**src/rtl/touch_scan_scheduler_if.sv**
```systemverilog
// Touchpad controller handshake: one-cycle conversion request out, one-cycle
// done strobe back with the x/y/z sample valid in that same cycle.
interface touch_scan_if;
  logic        scan_start;
  logic        scan_done;
  logic [11:0] x_in;
  logic [11:0] y_in;
  logic [11:0] z_in;

  modport master (output scan_start, input scan_done, x_in, y_in, z_in);
  modport slave  (input scan_start, output scan_done, x_in, y_in, z_in);
endinterface

```
**src/rtl/touch_scan_scheduler.sv**
```systemverilog
// Periodic touchpad scan sequencer: requests a conversion every SCAN_PERIOD
// cycles, classifies the sample by pressure and debounces it into press/release.
module touch_scan_scheduler #(
  parameter int          SCAN_PERIOD = 270000,
  parameter logic [11:0] Z_THRESH    = 12'd200,
  parameter int          DEBOUNCE    = 3,
  parameter int          TIMEOUT     = 4096
) (
  input  logic          cclk,
  input  logic          rst,
  input  logic          enable,
  touch_scan_if.master  tp,
  output logic [11:0]   x_out,
  output logic [11:0]   y_out,
  output logic          touch_valid,
  output logic          press_pulse,
  output logic          release_pulse,
  output logic          sample_valid,
  output logic          timeout_err
);
  localparam int PW = $clog2(SCAN_PERIOD);
  localparam int TW = (TIMEOUT > 1) ? $clog2(TIMEOUT) : 1;
  localparam int HW = (DEBOUNCE > 1) ? $clog2(DEBOUNCE) : 1;
  localparam logic [PW-1:0] PER_MAX = PW'(SCAN_PERIOD - 1);
  localparam logic [TW-1:0] TO_MAX  = TW'(TIMEOUT - 1);
  localparam logic [HW-1:0] HIT_MAX = HW'(DEBOUNCE - 1);

  typedef enum logic [1:0] {S_IDLE, S_START, S_WAIT, S_EVAL} state_t;

  typedef struct packed {
    logic [11:0] x;
    logic [11:0] y;
    logic [11:0] z;
  } sample_t;

  state_t        state;
  logic [PW-1:0] per_cnt;
  logic [PW-1:0] per_nxt;
  logic [TW-1:0] to_cnt;
  logic [HW-1:0] hit_cnt;
  sample_t       cap;
  logic          start_q;
  logic          touched;

  assign tp.scan_start = start_q;
  assign touched       = (cap.z >= Z_THRESH);

  // Period counter saturates so a long scan just delays the next START.
  always_comb begin
    per_nxt = per_cnt;
    if (per_cnt != PER_MAX) per_nxt = per_cnt + 1'b1;
  end

  always_ff @(posedge cclk) begin
    if (rst) begin
      state         <= S_IDLE;
      per_cnt       <= '0;
      to_cnt        <= '0;
      hit_cnt       <= '0;
      cap           <= '0;
      start_q       <= 1'b0;
      x_out         <= '0;
      y_out         <= '0;
      touch_valid   <= 1'b0;
      press_pulse   <= 1'b0;
      release_pulse <= 1'b0;
      sample_valid  <= 1'b0;
      timeout_err   <= 1'b0;
    end else begin
      start_q       <= 1'b0;
      press_pulse   <= 1'b0;
      release_pulse <= 1'b0;
      sample_valid  <= 1'b0;
      case (state)
        S_IDLE: begin
          if (!enable) begin
            per_cnt <= '0;
          end else if (per_cnt == PER_MAX) begin
            // per_cnt reads 0 during START so spacing is exactly SCAN_PERIOD
            state   <= S_START;
            start_q <= 1'b1;
            per_cnt <= '0;
          end else begin
            per_cnt <= per_nxt;
          end
        end
        S_START: begin
          per_cnt <= per_nxt;
          to_cnt  <= '0;
          state   <= S_WAIT;
        end
        S_WAIT: begin
          per_cnt <= per_nxt;
          if (tp.scan_done) begin
            cap   <= '{x: tp.x_in, y: tp.y_in, z: tp.z_in};
            state <= S_EVAL;
          end else if (to_cnt == TO_MAX) begin
            timeout_err <= 1'b1;
            state       <= S_IDLE;
          end else begin
            to_cnt <= to_cnt + 1'b1;
          end
        end
        S_EVAL: begin
          per_cnt      <= per_nxt;
          sample_valid <= 1'b1;
          state        <= S_IDLE;
          if (touched) begin
            x_out <= cap.x;
            y_out <= cap.y;
          end
          if (touched != touch_valid) begin
            if (hit_cnt == HIT_MAX) begin
              touch_valid   <= touched;
              hit_cnt       <= '0;
              press_pulse   <= touched;
              release_pulse <= ~touched;
            end else begin
              hit_cnt <= hit_cnt + 1'b1;
            end
          end else begin
            hit_cnt <= '0;
          end
        end
        default: state <= S_IDLE;
      endcase
    end
  end
endmodule

```
**src/flat_wrapper.sv**
```systemverilog
// flat-port wrapper written by rule: the top's interface ports become plain ports
module touch_scan_scheduler_flat 
#(
  parameter int          SCAN_PERIOD = 270000,
  parameter logic [11:0] Z_THRESH    = 12'd200,
  parameter int          DEBOUNCE    = 3,
  parameter int          TIMEOUT     = 4096
)
  (cclk, rst, enable, x_out, y_out, touch_valid, press_pulse, release_pulse, sample_valid, timeout_err, tp_scan_start, tp_scan_done, tp_x_in, tp_y_in, tp_z_in);
  touch_scan_if tp_i ();
  input  logic cclk;
  input  logic rst;
  input  logic enable;
  output logic [11:0] x_out;
  output logic [11:0] y_out;
  output logic touch_valid;
  output logic press_pulse;
  output logic release_pulse;
  output logic sample_valid;
  output logic timeout_err;
  output wire logic [$bits(tp_i.scan_start)-1:0] tp_scan_start;
  input wire logic [$bits(tp_i.scan_done)-1:0] tp_scan_done;
  input wire logic [$bits(tp_i.x_in)-1:0] tp_x_in;
  input wire logic [$bits(tp_i.y_in)-1:0] tp_y_in;
  input wire logic [$bits(tp_i.z_in)-1:0] tp_z_in;
  assign tp_scan_start = tp_i.scan_start;
  assign tp_i.scan_done = tp_scan_done;
  assign tp_i.x_in = tp_x_in;
  assign tp_i.y_in = tp_y_in;
  assign tp_i.z_in = tp_z_in;
  touch_scan_scheduler #(.SCAN_PERIOD(SCAN_PERIOD), .Z_THRESH(Z_THRESH), .DEBOUNCE(DEBOUNCE), .TIMEOUT(TIMEOUT)) u_core (.cclk(cclk), .rst(rst), .enable(enable), .tp(tp_i), .x_out(x_out), .y_out(y_out), .touch_valid(touch_valid), .press_pulse(press_pulse), .release_pulse(release_pulse), .sample_valid(sample_valid), .timeout_err(timeout_err));
endmodule
```
**config.mk**
```make
export PLATFORM = sky130hd
export DESIGN_NAME = touch_scan_scheduler_flat
export DESIGN_NICKNAME = d
export VERILOG_FILES = /design/src/rtl/touch_scan_scheduler_if.sv /design/src/rtl/touch_scan_scheduler.sv /design/src/flat_wrapper.sv
export SDC_FILE = /design/constraint.sdc
export NUM_CORES = 1
export LEC_CHECK = 0
export ABC_AREA = 1
export ABC_CLOCK_PERIOD_IN_PS = 1600
export BUFFER_PORTS_ARGS = -buffer_cell sky130_fd_sc_hd__buf_4
export CAP_MARGIN = 25
export CORE_MARGIN = 5
export CORE_UTILIZATION = 36
export CTS_CLUSTER_DIAMETER = 50
export DETAILED_ROUTE_END_ITERATION = 6
export GPL_TIMING_DRIVEN = 1
export SLEW_MARGIN = 10
export SYNTH_ARGS = -nofsm -noshare
export SYNTH_HDL_FRONTEND = slang
export SYNTH_SLANG_ARGS = --single-unit
```
**constraint.sdc**
```tcl
create_clock -name cclk -period 1.6 [get_ports cclk]
set_input_delay 0.32 -clock cclk [delete_from_list [all_inputs] [get_ports cclk]]
set_output_delay 0.32 -clock cclk [all_outputs]
set_load 0.1 [all_outputs]
```
### Word-level counts from Yosys, hierarchy flattened

Cells that the tools add are included.

| word-level totals | value |
|---|---|
| flip-flop bits (word level) | 101 |
| bits of input ports | 40 |
| logic and storage cells | 66 |

| cells by class | value |
|---|---|
| add/sub/neg operators | 3 |
| order comparisons | 1 |
| eq/ne operators | 13 |
| muxes and demuxes | 16 |
| bitwise gates (word level) | 7 |
| reductions and logical operators | 11 |

Operator list:

| cell | count |
|---|---|
| $mux W19 | 3 |
| $pmux W19 S2 | 1 |
| $mux W12 | 2 |
| $pmux W12 S2 | 1 |
| $add A19 B1 Y19 const B | 1 |
| $eq A19 B19 Y1 const B | 1 |
| $ne A19 B19 Y1 const B | 1 |
| $add A12 B1 Y12 const B | 1 |
| $eq A12 B12 Y1 const B | 1 |
| $ge A12 B8 Y1 const B | 1 |
| $mux W2 | 6 |
| $reduce_and A3 Y1 | 4 |
| $pmux W2 S4 | 1 |
| $not A1 Y1 | 7 |
| $eq A2 B2 Y1 const B | 3 |
| $ne A2 B2 Y1 const B | 3 |
| $reduce_or A3 Y1 | 2 |
| $reduce_and A2 Y1 | 2 |
| $reduce_or A4 Y1 | 1 |
| $ne A3 B2 Y1 const B | 1 |
| $add A2 B1 Y2 const B | 1 |
| $eq A2 B1 Y1 const B | 1 |
| $logic_not A2 Y1 | 1 |
| $mux W1 | 2 |
| other kinds (3) | 3 |

### Longest topological paths before layout

Gate-level depths: netlist of the first run.

| depth | value |
|---|---|
| depth in word-level cells | 5 |
| gate-level depth with buffers | 11 |

### Worst setup path after synthesis of the first run

Ideal clock, no wire load.

| timing | value |
|---|---|
| kind | register to register |
| from | reg u_core.per_cnt[0] |
| to | reg u_core.per_cnt[0] |
| setup time | 0.070 ns |
| arrival time | 1.601 ns |
| required time | 1.530 ns |
| setup slack | -0.072 ns |
| stages on the path, launching flop included | 8 |
| cells stage by stage | dfxtp_1 ha_1 nand3_2 inv_2 nand3_2 ha_1 or2_2 a21oi_1 |

| on the way | value |
|---|---|
| cells in the longest elaborated chain, start to end | 5 |

RTL lines:

| item | line | text |
|---|---|---|
| start, declared | touch_scan_scheduler.sv:37 | `logic [PW-1:0] per_cnt;` |
| start signal, assigned | touch_scan_scheduler.sv:84 | `per_cnt <= per_nxt;` |
| start signal, assigned | touch_scan_scheduler.sv:88 | `per_cnt <= per_nxt;` |
| start signal, assigned | touch_scan_scheduler.sv:93 | `per_cnt <= per_nxt;` |
| $add A19 B1 Y19 or $ne A19 B19 Y1 (tied branches) | touch_scan_scheduler.sv:51 | `if (per_cnt != PER_MAX) per_nxt = per_cnt + 1'b1;` |
| $mux W19 | touch_scan_scheduler.sv:51 |  |
| $mux W19 | touch_scan_scheduler.sv:78 | `end else if (per_cnt == PER_MAX) begin` |
| $mux W19 | touch_scan_scheduler.sv:76 | `if (!enable) begin` |
| $pmux W19 S2 (*) | touch_scan_scheduler.sv:74 | `case (state)` |

Every way passes the cells marked *; elsewhere a longest branch is shown, timed or not.
A chain may end at the register's enable or synchronous reset.

### Worst setup path after layout of the first run

| timing | value |
|---|---|
| from | reg u_core.per_cnt[6] |
| to | reg u_core.per_cnt[0] |

| on the way | value |
|---|---|
| cells in the longest elaborated chain, start to end | 5 |

RTL lines:

| item | line |
|---|---|
| $ne A19 B19 Y1 | touch_scan_scheduler.sv:51 |
| $mux W19 | touch_scan_scheduler.sv:51 |
| $mux W19 | touch_scan_scheduler.sv:78 |
| $mux W19 | touch_scan_scheduler.sv:76 |
| $pmux W19 S2 (*) | touch_scan_scheduler.sv:74 |

Marked as above.

==> metrics.md, run 1 <==
| Metric | Value |
|---|---|
| Status | `finished, final reports clean` |
| Setup tns final | `0 ps` |
| Die X-Extent | `between 100 and 150 um` |
| Share of cells above drive strength 1 | `0.241` |
| Maximum VDD drop | `0.427 mV` |
| Clk root buf | `clkbuf_16` |
| Clk sink count | `just under 100` |
| Setup WS pre-CTS | `approximately 16 ps` |
| Final setup viols | `0` |
| Yosys reg bits | `slightly below 100` |
| Iter 0 DRT Violations | `190` |
| CTS max path bufs | `2` |
| # IOs | `70` |
| Post-Syn Area | `~4300 um2` |
| H-tree Lvls | `3` |
| Setup crit end kind | `flop` |
| FF-to-FF Start | `u_core.per_cnt[6]$_SDFF_PP0_` |
| Worst skew pair latency | `340 ps` |
| Min-Delay Startpoint | `rst` |
| Worst R2R Path Depth | `7` |
| Placed Instance Area | `5110 um2` |
| RR Endpoint | `u_core.per_cnt[0]$_SDFF_PP0_` |
| Worst path arrival time | `1760 ps` |
| Total number of vias | `around 4000` |
| Core Box Area | `11900 um2` |
| Vias in the first global route | `roughly 3900` |
| Crit path max-delay family | `simple AND/OR/NAND/NOR gates` |
| DIE HEIGHT | `120 um` |
| Vias per std cell | `between 4 and 5` |
| Initial antenna violation count | `0` |
| Post-detail-place hpwl | `approximately 7400 um` |
| Die area | `~14000 um2` |
| Post-synthesis sequential area ratio | `0.453` |
| N_diodes | `0` |
| Yosys warning total | `0` |
| Layout Nets | `a little over 700` |
| Antenna Nets Post-Route | `0` |
| Fillers | `between 1000 and 1500` |
| Worst EP required | `between 1500 and 2000 ps` |
| Max-cap violations | `0` |
| Hold Vio Cnt, Final | `0` |
| Final min period | `approximately 1500 ps` |
| Num CTS Buffers | `9` |
| Wire length per cell | `~13 um` |
| Buf/Inv on CP | `0` |
| CP Max Fanout | `3` |
| Synth unique cells | `33` |
| Reg2reg setup slack | `about 110 ps` |
| Fmax achieved | `0.673 GHz` |
| CTS tree | `done` |
| Clock Skew | `between 7 and 8 ps` |
| Fin worst setup slack | `114 ps` |
| Gp weighted congestion | `between 0.8 and 0.9` |
| P per Cell Area | `912 nW/um2` |
| Post-Syn Area per Cell | `7.33 um2` |
| First-pass GRT wire length | `approximately 18000 um` |
| Leakage Power | `~0.0022 uW` |
| Worst hold path class | `input pin to flop` |
| Worst hold stages | `2` |
| Clock-pin slew on the worst setup and hold paths | `70 ps` |
| All-layer global routing usage | `0.150` |
| Final hold slack | `around 260 ps` |
| CP max stage cell | `dfxtp_2` |
| Cell breakdown of the critical path | `nor2_1 > nand3_1 > nor2_2 > nand3_4 > ha_4 > or2_2 > a21oi_2` |
| Most frequent cells in the layout | `127 x nand2_1, 92 x dfxtp_1, 90 x buf_4` |
| Post-synthesis net count | `between 600 and 700` |
| Starting Density | `0.363` |
| Worst setup path category | `flop to flop` |
| Hold buffer count at CTS | `0` |
| Layout area overhead | `28.7%` |
| PortBufs | `66` |
| Commonest non-fill, non-tap cell in the layout | `nand2_1` |
| Worst-Margin Slew | `roughly 460 ps` |
| Mapped Cells | `approximately 600` |
| Slew Viols, Final | `0` |
| CP peak stage delay | `~340 ps` |
| Final WL | `between 10000 and 15000 um` |
| Pre-antenna DRT Iters | `4` |
| Critical path depth | `7` |
| Residual DRC | `0` |
| Finished layout cell area | `5570 um2` |
| Largest net degree at the start of global routing | `47` |
| Crit path launch type | `flop` |
| Hold path endpoint | `u_core.to_cnt[1]$_SDFFE_PP0P_` |
| Worst slew margin | `0.693` |
| Final Cycle Share | `0.929` |
| Gr ovfl total | `0` |
| Site Rows | `40` |
how the worst max path moves through the flow:
stage / slack (ps) / from / endpoint
final: 110 / u_core.per_cnt[6]$_SDFF_PP0_ / u_core.per_cnt[0]$_SDFF_PP0_
after global routing: -7 / u_core.to_cnt[0]$_SDFFE_PP0P_ / u_core.to_cnt[8]$_SDFFE_PP0P_
after CTS: 20 / u_core.per_cnt[4]$_SDFF_PP0_ / u_core.per_cnt[0]$_SDFF_PP0_
after detailed placement: 20 / u_core.per_cnt[15]$_SDFF_PP0_ / u_core.per_cnt[0]$_SDFF_PP0_
after global placement: 60 / u_core.per_cnt[15]$_SDFF_PP0_ / u_core.per_cnt[0]$_SDFF_PP0_
after floorplan: 20 / u_core.per_cnt[0]$_SDFF_PP0_ / u_core.per_cnt[0]$_SDFF_PP0_
stage by stage:
step,power (uW),util,std cells
2_1_floorplan,2560,-,590
3_3_place_gp,2660,0.429,797
3_5_place_dp,2660,0.429,797
4_1_cts,5130,0.458,813
5_1_grt,5260,0.467,819
6_report,5080,0.467,819
state kept, by name (all words and copies together) (netlist names), 2 cells and up:
register	count
u_core.state	2
u_core.y_out	12
u_core.to_cnt	12
u_core.x_out	12
u_core.cap	33
u_core.per_cnt	19
u_core.hit_cnt	2
synth_stat cells:
| cell type | n | area [um2] |
|---|---|---|
| nand2_1 | 128 | 480 |
| dfxtp_1 | 98 | 1960 |
| a21oi_1 | 78 | 390 |
| nand3_1 | 78 | 390 |
| inv_1 | 54 | 203 |
| nor2_1 | 43 | 161 |
| o21ai_0 | 14 | 70.1 |
| buf_2 | 13 | 65.1 |
| nand4_1 | 8 | 50.1 |
| xor2_1 | 8 | 70.1 |
| buf_1 | 6 | 22.5 |
| nand2_4 | 6 | 67.6 |
| nor3_1 | 6 | 30.0 |
| clkbuf_1 | 5 | 18.8 |
| inv_2 | 5 | 18.8 |
| nand2_2 | 5 | 31.3 |
| nand3_2 | 5 | 50.1 |
| nor2_2 | 5 | 31.3 |
| buf_4 | 4 | 30.0 |
| ha_1 | 3 | 37.5 |
| nor2_4 | 3 | 33.8 |
| a31oi_1 | 2 | 12.5 |
| nor3_2 | 2 | 20.0 |
| or2_2 | 2 | 12.5 |
| a22oi_1 | 1 | 7.51 |
| a31o_2 | 1 | 8.76 |
| and2_1 | 1 | 6.26 |
| and3_1 | 1 | 6.26 |
| buf_6 | 1 | 11.3 |
| nor4_1 | 1 | 6.26 |
| o211ai_1 | 1 | 7.51 |
| o21ai_1 | 1 | 5.00 |
| xnor2_1 | 1 | 8.76 |
power by group:
group	switching (uW)	internal (uW)	leakage [uW]	total, uW
registers	3.04	2440	0.000792	2440
clock network	939	1530	0.000169	2470
logic	85.5	80.5	0.00122	166
total	1030	4050	0.00219	5080
metal layers:
metal  part of all wire  routed length (um)  track usage
met5                  0                   0            0
met4             0.0036                  38       0.0429
met3              0.049                 527       0.0358
met2               0.46                4940        0.240
met1               0.48                5150        0.201
logic make-up after synthesis:
kind of cell / Yosys count / share of synthesized area
simple gates: 294 / 0.318
flops: 98 / 0.453
fa+ha+maj: 3 / 0.00868
xor+xnor: 9 / 0.0182
buf+inv: 88 / 0.0853
compound gates: 98 / 0.116
final cells by class:
| class | count | area (um2) | share of cell area |
|---|---|---|---|
| multi-input cells | 404 | 2070 | 0.372 |
| repair buffers | 95 | 776 | 0.139 |
| clock inverters | 7 | 118 | 0.0211 |
| flip-flops and latches | 98 | 1970 | 0.354 |
| well taps | 147 | 184 | 0.0330 |
| clock buffers | 9 | 225 | 0.0404 |
| inverters | 59 | 221 | 0.0398 |
repair_timing:
action | in CTS | in global routing
buffers inserted | 0 | 6
resized for setup | 1 | 17
setup endpoints to repair | 1 | 12
hold endpoints to repair | 0 | 0
pin swaps | 0 | 5
(Power assumes the default switching activity.)
==> run 2, diff against run 1 <==
- RECOVER_POWER: default -> 50
==> metrics.md, run 2 (synthesis gave the netlist of run 1 again) <==
| Metric | Value |
|---|---|
| Worst hold path class | `input pin to flop` |
| DIE HEIGHT | `~120 um` |
| N_diodes | `0` |
| Reg2reg setup slack | `~110 ps` |
| Die X-Extent | `~120 um` |
| Net Sw Power | `a little over 1000 uW` |
| Commonest non-fill, non-tap cell in the layout | `nand2_1` |
| # IOs | `70` |
| Internal cell power | `4050 uW` |
| Setup crit end kind | `flop` |
| Die area | `14300 um2` |
| Fin worst setup slack | `112 ps` |
| Antenna Nets Post-Route | `0` |
| Max-cap violations | `0` |
| All-layer global routing usage | `0.150` |
| Fmax achieved | `0.672 GHz` |
| Worst-Margin Slew | `roughly 550 ps` |
| Largest net degree at the start of global routing | `47` |
| Hold buffer count at CTS | `0` |
| Placed Instances | `about 800` |
| CP Max Fanout | `3` |
| Total number of vias | `4016` |
| Slew Viols, Final | `0` |
| Clock Skew | `between 6 and 7 ps` |
| P per Cell Area | `slightly above 900 nW/um2` |
| Share of cells above drive strength 1 | `0.237` |
| Initial antenna violation count | `0` |
| Num CTS Buffers | `9` |
| Pre-antenna DRT Iters | `5` |
| Worst EP required | `1870 ps` |
| Final WL | `around 11000 um` |
| Gp weighted congestion | `roughly 0.83` |
| Seq pwr share | `0.482` |
| Gr ovfl total | `0` |
| Clk sink count | `between 90 and 100` |
| Wire length per cell | `13.0 um` |
| Sw frac | `0.202` |
| Logic pwr share | `0.033` |
| Worst R2R Path Depth | `7` |
| Most frequent cells in the layout | `129 x nand2_1, 92 x dfxtp_1, 76 x nand3_1, 76 x a21oi_1, 62 x buf_4` |
| Setup WS pre-CTS | `between 15 and 20 ps` |
| Worst setup startpoint | `u_core.per_cnt[6]$_SDFF_PP0_` |
| Crit path launch type | `flop` |
| Overall Power | `approximately 5100 uW` |
| Maximum VDD drop | `between 0.4 and 0.5 mV` |
| Final Cycle Share | `0.930` |
| Top flop regs | `u_core.cap x33, u_core.per_cnt x19` |
| Final min period | `approximately 1500 ps` |
| Clk root buf | `clkbuf_16` |
| Status | `finished, final reports clean` |
| Clock-pin slew on the worst setup and hold paths | `70 ps` |
| Layout Nets | `710` |
| Placed Instance Area | `between 5000 and 6000 um2` |
| Core Box Area | `~12000 um2` |
| FF-to-FF Start | `u_core.per_cnt[6]$_SDFF_PP0_` |
| Non-filler instance count after layout | `a little over 800` |
| Hold Vio Cnt, Final | `0` |
| Worst path arrival time | `approximately 1800 ps` |
| First-pass GRT wire length | `around 18000 um` |
| CTS max path bufs | `2` |
| Worst skew pair latency | `around 340 ps` |
| Clock share of power | `0.486` |
| Residual DRC | `0` |
| Post-detail-place hpwl | `~7400 um` |
| Final setup viols | `0` |
| Leakage Power | `0.00217 uW` |
| Site Rows | `40` |
| Worst slew margin | `0.635` |
| Starting Density | `0.363` |
| CTS tree | `done` |
| Layout area overhead | `26.8%` |
| Iter 0 DRT Violations | `approximately 180` |
| Max reg flops | `33` |
| RR Endpoint | `u_core.per_cnt[0]$_SDFF_PP0_` |
| PortBufs | `66` |
| Vias per std cell | `between 4 and 5` |
| Finished layout cell area | `~5500 um2` |
| Worst setup path category | `flop to flop` |
| Vias in the first global route | `between 3000 and 4000` |
| Setup crit end | `u_core.per_cnt[0]$_SDFF_PP0_` |
| Reg with most FFs | `u_core.cap` |
| H-tree Lvls | `3` |
==> run 2: cell types whose count changed in the layout (fill, tap and decap cells not counted) <==
cell,previous run,this run
inv_1,54,55
clkbuf_2,0,21
inv_2,5,4
nand2_4,5,4
nand2_2,6,5
buf_2,0,7
buf_4,90,62
nand2_1,127,129
==> run 2: cell type report <==
| class | count | area (um2) |
|---|---|---|
| fill | 1237 | 6420 |
| clock inverter | 7 | 118 |
| multi-input combinational | 404 | 2060 |
| timing repair buffer | 95 | 706 |
| inverter | 59 | 221 |
| tap | 147 | 184 |
| sequential | 98 | 1970 |
| clock buffer | 9 | 225 |
==> run 2: worst max-delay path, stage by stage (launching register included) <==
cell     delay, ps
dfxtp_2        340
nor2_1         100
nand3_1         90
nor2_2         170
nand3_4        110
ha_4           210
or2_2          290
a21oi_2        110
==> run 2: worst min path at each step <==
stage,start,cells after the start,to,slack (ps)
finish,tp_x_in[8],3,u_core.cap[32]$_SDFFE_PP0P_,260
global route,tp_y_in[2],3,u_core.cap[14]$_SDFFE_PP0P_,250
CTS,tp_y_in[1],3,u_core.cap[13]$_SDFFE_PP0P_,250
detailed placement,u_core.cap[11]$_SDFFE_PP0P_,2,u_core.cap[11]$_SDFFE_PP0P_,450
global placement,u_core.cap[5]$_SDFFE_PP0P_,2,u_core.cap[5]$_SDFFE_PP0P_,440
floorplan,u_core.cap[3]$_SDFFE_PP0P_,2,u_core.cap[3]$_SDFFE_PP0P_,430
==> run 2: through the flow <==
step | util | hold WS [ps] | setup TNS (ps)
2_1_floorplan | - | 429 | 0
3_3_place_gp | 0.429 | 440 | 0
3_5_place_dp | 0.429 | 448 | 0
4_1_cts | 0.458 | 249 | 0
5_1_grt | 0.461 | 252 | -6.70
6_report | 0.461 | 257 | 0
==> run 2: power groups by stage <==
stage          clock [uW]  sequential [uW]  combinational, uW
2_1_floorplan           0             2500               63.7
3_3_place_gp            0             2500                164
3_5_place_dp            0             2500                164
4_1_cts              2520             2440                165
5_1_grt              2640             2440                182
6_report             2460             2440                166
==> run 2: routing by layer <==
layer | routed length [um] | share of wire | global-route usage
met5 | 0 | 0 | 0
met4 | 110 | 0.010 | 0.0429
met3 | 580 | 0.055 | 0.0358
met2 | 4840 | 0.46 | 0.240
met1 | 5090 | 0.48 | 0.201
==> run 2: what timing repair did <==
| item | 4_1_cts | 5_1_grt |
|---|---|---|
| pin swaps | 0 | 5 |
| endpoints found under the setup margin | 1 | 12 |
| resized for setup | 1 | 17 |
| buffers inserted | 0 | 6 |
==> run 3, diff against run 2 <==
- ABC_AREA: 1 -> default
- SLEW_MARGIN: 10 -> 40
==> metrics.md, run 3 <==
| Metric | Value |
|---|---|
| Worst slew margin | `0.639` |
| Non-filler instance count after layout | `about 730` |
| Total number of vias | `about 3500` |
| Yosys reg bits | `98` |
| Worst EP required | `1820 ps` |
| Post-Syn Area | `roughly 4100 um2` |
| Post-detail-place hpwl | `between 6000 and 7000 um` |
| Gp weighted congestion | `a little over 0.8` |
| RSZ-0062 raised after global routing | `true` |
| CP Max Fanout | `24` |
| Antenna Nets Post-Route | `0` |
| Wire length per cell | `12.5 um` |
| Layout area overhead | `36.4%` |
| Crit path launch type | `flop` |
| Top Layer Used | `met4` |
| All-layer global routing usage | `0.143` |
| Max-cap violations | `0` |
| Worst-Margin Slew | `about 540 ps` |
| Post-synthesis net count | `approximately 520` |
| Residual DRC | `0` |
| Hold Vio Cnt, Final | `0` |
| Slew Viols, Final | `0` |
| Worst skew pair latency | `approximately 340 ps` |
| Worst path arrival time | `between 1500 and 2000 ps` |
| Fin worst setup slack | `-63.8 ps` |
| Final setup viols | `27` |
| DIE HEIGHT | `between 100 and 150 um` |
| Vias per std cell | `~4.8` |
| Top cell type by total area after synthesis | `dfxtp_1` |
| Post-synth top cells | `113 x nand2_1, 98 x dfxtp_1, 46 x a21oi_1` |
| Overall Power | `around 5100 uW` |
| Share of cells above drive strength 1 | `0.365` |
| Largest net degree at the start of global routing | `36` |
| Starting Density | `0.371` |
| Placed Instances | `just over 700` |
| Max reg flops | `33` |
| Worst hold path class | `input pin to flop` |
| Commonest non-fill, non-tap cell in the layout | `nand2_1` |
| Fillers | `1084` |
| Initial antenna violation count | `0` |
| Asr flop ratio synth | `0` |
| Final min period | `1660 ps` |
| Number of flops mapped to enable cells by yosys | `0` |
| Clock Skew | `around 4.4 ps` |
| M1 wire length | `around 4200 um` |
| Primary FF master, synth | `dfxtp_1` |
| Worst setup path category | `flop to flop` |
| N_diodes | `0` |
| Reg with most FFs | `u_core.cap` |
| # IOs | `70` |
| Clock-pin slew on the worst setup and hold paths | `approximately 70 ps` |
| Status | `finished, violations left` |
| Fmax achieved | `approximately 0.6 GHz` |
| Hold buffer count at CTS | `0` |
| Most frequent cell after synthesis | `nand2_1` |
| Final Cycle Share | `1.04` |
| Layout Nets | `about 630` |
| Clk sink count | `98` |
| Setup crit end kind | `flop` |
| H-tree Lvls | `3` |
| Most frequent cells in the layout | `109 x nand2_1, 94 x dfxtp_1, 87 x buf_4` |
| Pre-antenna DRT Iters | `4` |
| Mapped Cells | `475` |
| Die area | `about 13000 um2` |
| Die X-Extent | `roughly 120 um` |
| P per Cell Area | `around 920 nW/um2` |
| Post-synthesis sequential area ratio | `0.484` |
| CTS tree | `done` |
| Core Box Area | `between 10000 and 15000 um2` |
| Synth unique cells | `51` |
| DR WL met3 | `about 440 um` |
| PortBufs | `66` |
| Met2 WL | `~4400 um` |
| Maximum VDD drop | `~0.54 mV` |
| Leakage Power | `0.00208 uW` |
| Top flop regs | `u_core.cap x33, u_core.per_cnt x19` |
| Iter 0 DRT Violations | `around 110` |
| Final WL | `9110 um` |
| CTS max path bufs | `2` |
| Clk root buf | `clkbuf_16` |
| Failing checks | `setup timing` |
| Site Rows | `38` |
| Vias in the first global route | `around 3400` |
| First-pass GRT wire length | `around 15000 um` |
| Synth area leaders | `dfxtp_1 48%, nand2_1 10%, a21oi_1 5.7%` |
| Post-Syn Area per Cell | `8.54 um2` |
| Num CTS Buffers | `9` |
| Yosys warning total | `0` |
| Gr ovfl total | `0` |
| Top cell type's share of synthesized area | `0.484` |
-- run 3: cell count changes after synthesis, sizes merged, moves of 5 or more --
cell / before / now
nand3: 83 / 12
inv: 59 / 5
buf: 24 / 8
a21oi: 78 / 68
o21ai: 15 / 5
clkbuf: 5 / 14
nor2: 51 / 43
and3: 1 / 7
xnor2: 1 / 7
nand2: 139 / 134
xor2: 8 / 13
-- run 3: what timing repair did --
action	4_1_cts	5_1_grt
endpoints found under the setup margin	33	52
pin swaps	9	5
endpoints found under the hold margin	0	0
setup buffers	4	0
gates cloned	1	0
resized for setup	12	22
-- run 3: critical path: stages, from the launching register on --
cell     delay (ps)
dfxtp_2         320
or4_4           540
a31oi_4         190
buf_6           120
nor2_1           60
buf_12          160
nand2_1          90
a21oi_2          50
-- run 3: per-layer routing --
| layer | vias up | GRT usage |
|---|---|---|
| met2 | 51 | 0.237 |
| met1 | 1638 | 0.175 |
| met4 | 0 | 0.0611 |
| met3 | 11 | 0.0415 |
| li1 | 1810 | - |
| met5 | - | 0 |
-- run 3: power by group --
group | internal, uW | switching, uW | total, uW
logic | 84.9 | 76.5 | 161
registers | 2440 | 2.49 | 2440
clock network | 1570 | 913 | 2480
total | 4100 | 992 | 5090
-- run 3: stage by stage --
step / instance area (um2) / setup TNS, ps / worst slack, ps / hold WS, ps / utilization
floorplan: 4090 / -1390 / -69.3 / 432 / -
global placement: 5060 / -1240 / -80.6 / 442 / 0.463
detailed placement: 5060 / -1830 / -107 / 446 / 0.463
CTS: 5520 / -1690 / -88.2 / 203 / 0.505
global route: 5530 / -4010 / -130 / 200 / 0.506
finish: 5530 / -1370 / -63.8 / 217 / 0.506
-- run 3: worst paths after layout --
check / startpoint / end / slack [ps] / cells past startpoint
worst max-delay path: u_core.cap[11]$_SDFFE_PP0P_ / u_core.y_out[9]$_SDFFE_PP0P_ / -60 / 7
worst max register to register: u_core.cap[11]$_SDFFE_PP0P_ / u_core.y_out[9]$_SDFFE_PP0P_ / -60 / 7
worst min-delay path: tp_y_in[1] / u_core.cap[13]$_SDFFE_PP0P_ / 220 / 3
worst min register to register: u_core.y_out[11]$_SDFFE_PP0P_ / u_core.y_out[11]$_SDFFE_PP0P_ / 450 / 2
-- run 3: layout make-up --
| type | count | area [um2] | share of cell area |
|---|---|---|---|
| repair buffers | 118 | 918 | 0.166 |
| inverters | 5 | 18.8 | 0.00339 |
| multi-input cells | 350 | 2100 | 0.380 |
| well taps | 140 | 175 | 0.0317 |
| clock inverters | 6 | 114 | 0.0206 |
| clock buffers | 10 | 239 | 0.0432 |
| flip-flops and latches | 98 | 1970 | 0.356 |
-- run 3: cell families after synthesis --
group / synth area share
adders and majority gates: 0.00926
muxes: 0.00247
buffers and inverters: 0.0358
AOI/OAI and AO/OA: 0.141
DFF: 0.484
and+or+nand+nor: 0.285
xor gates and xnor gates: 0.0432
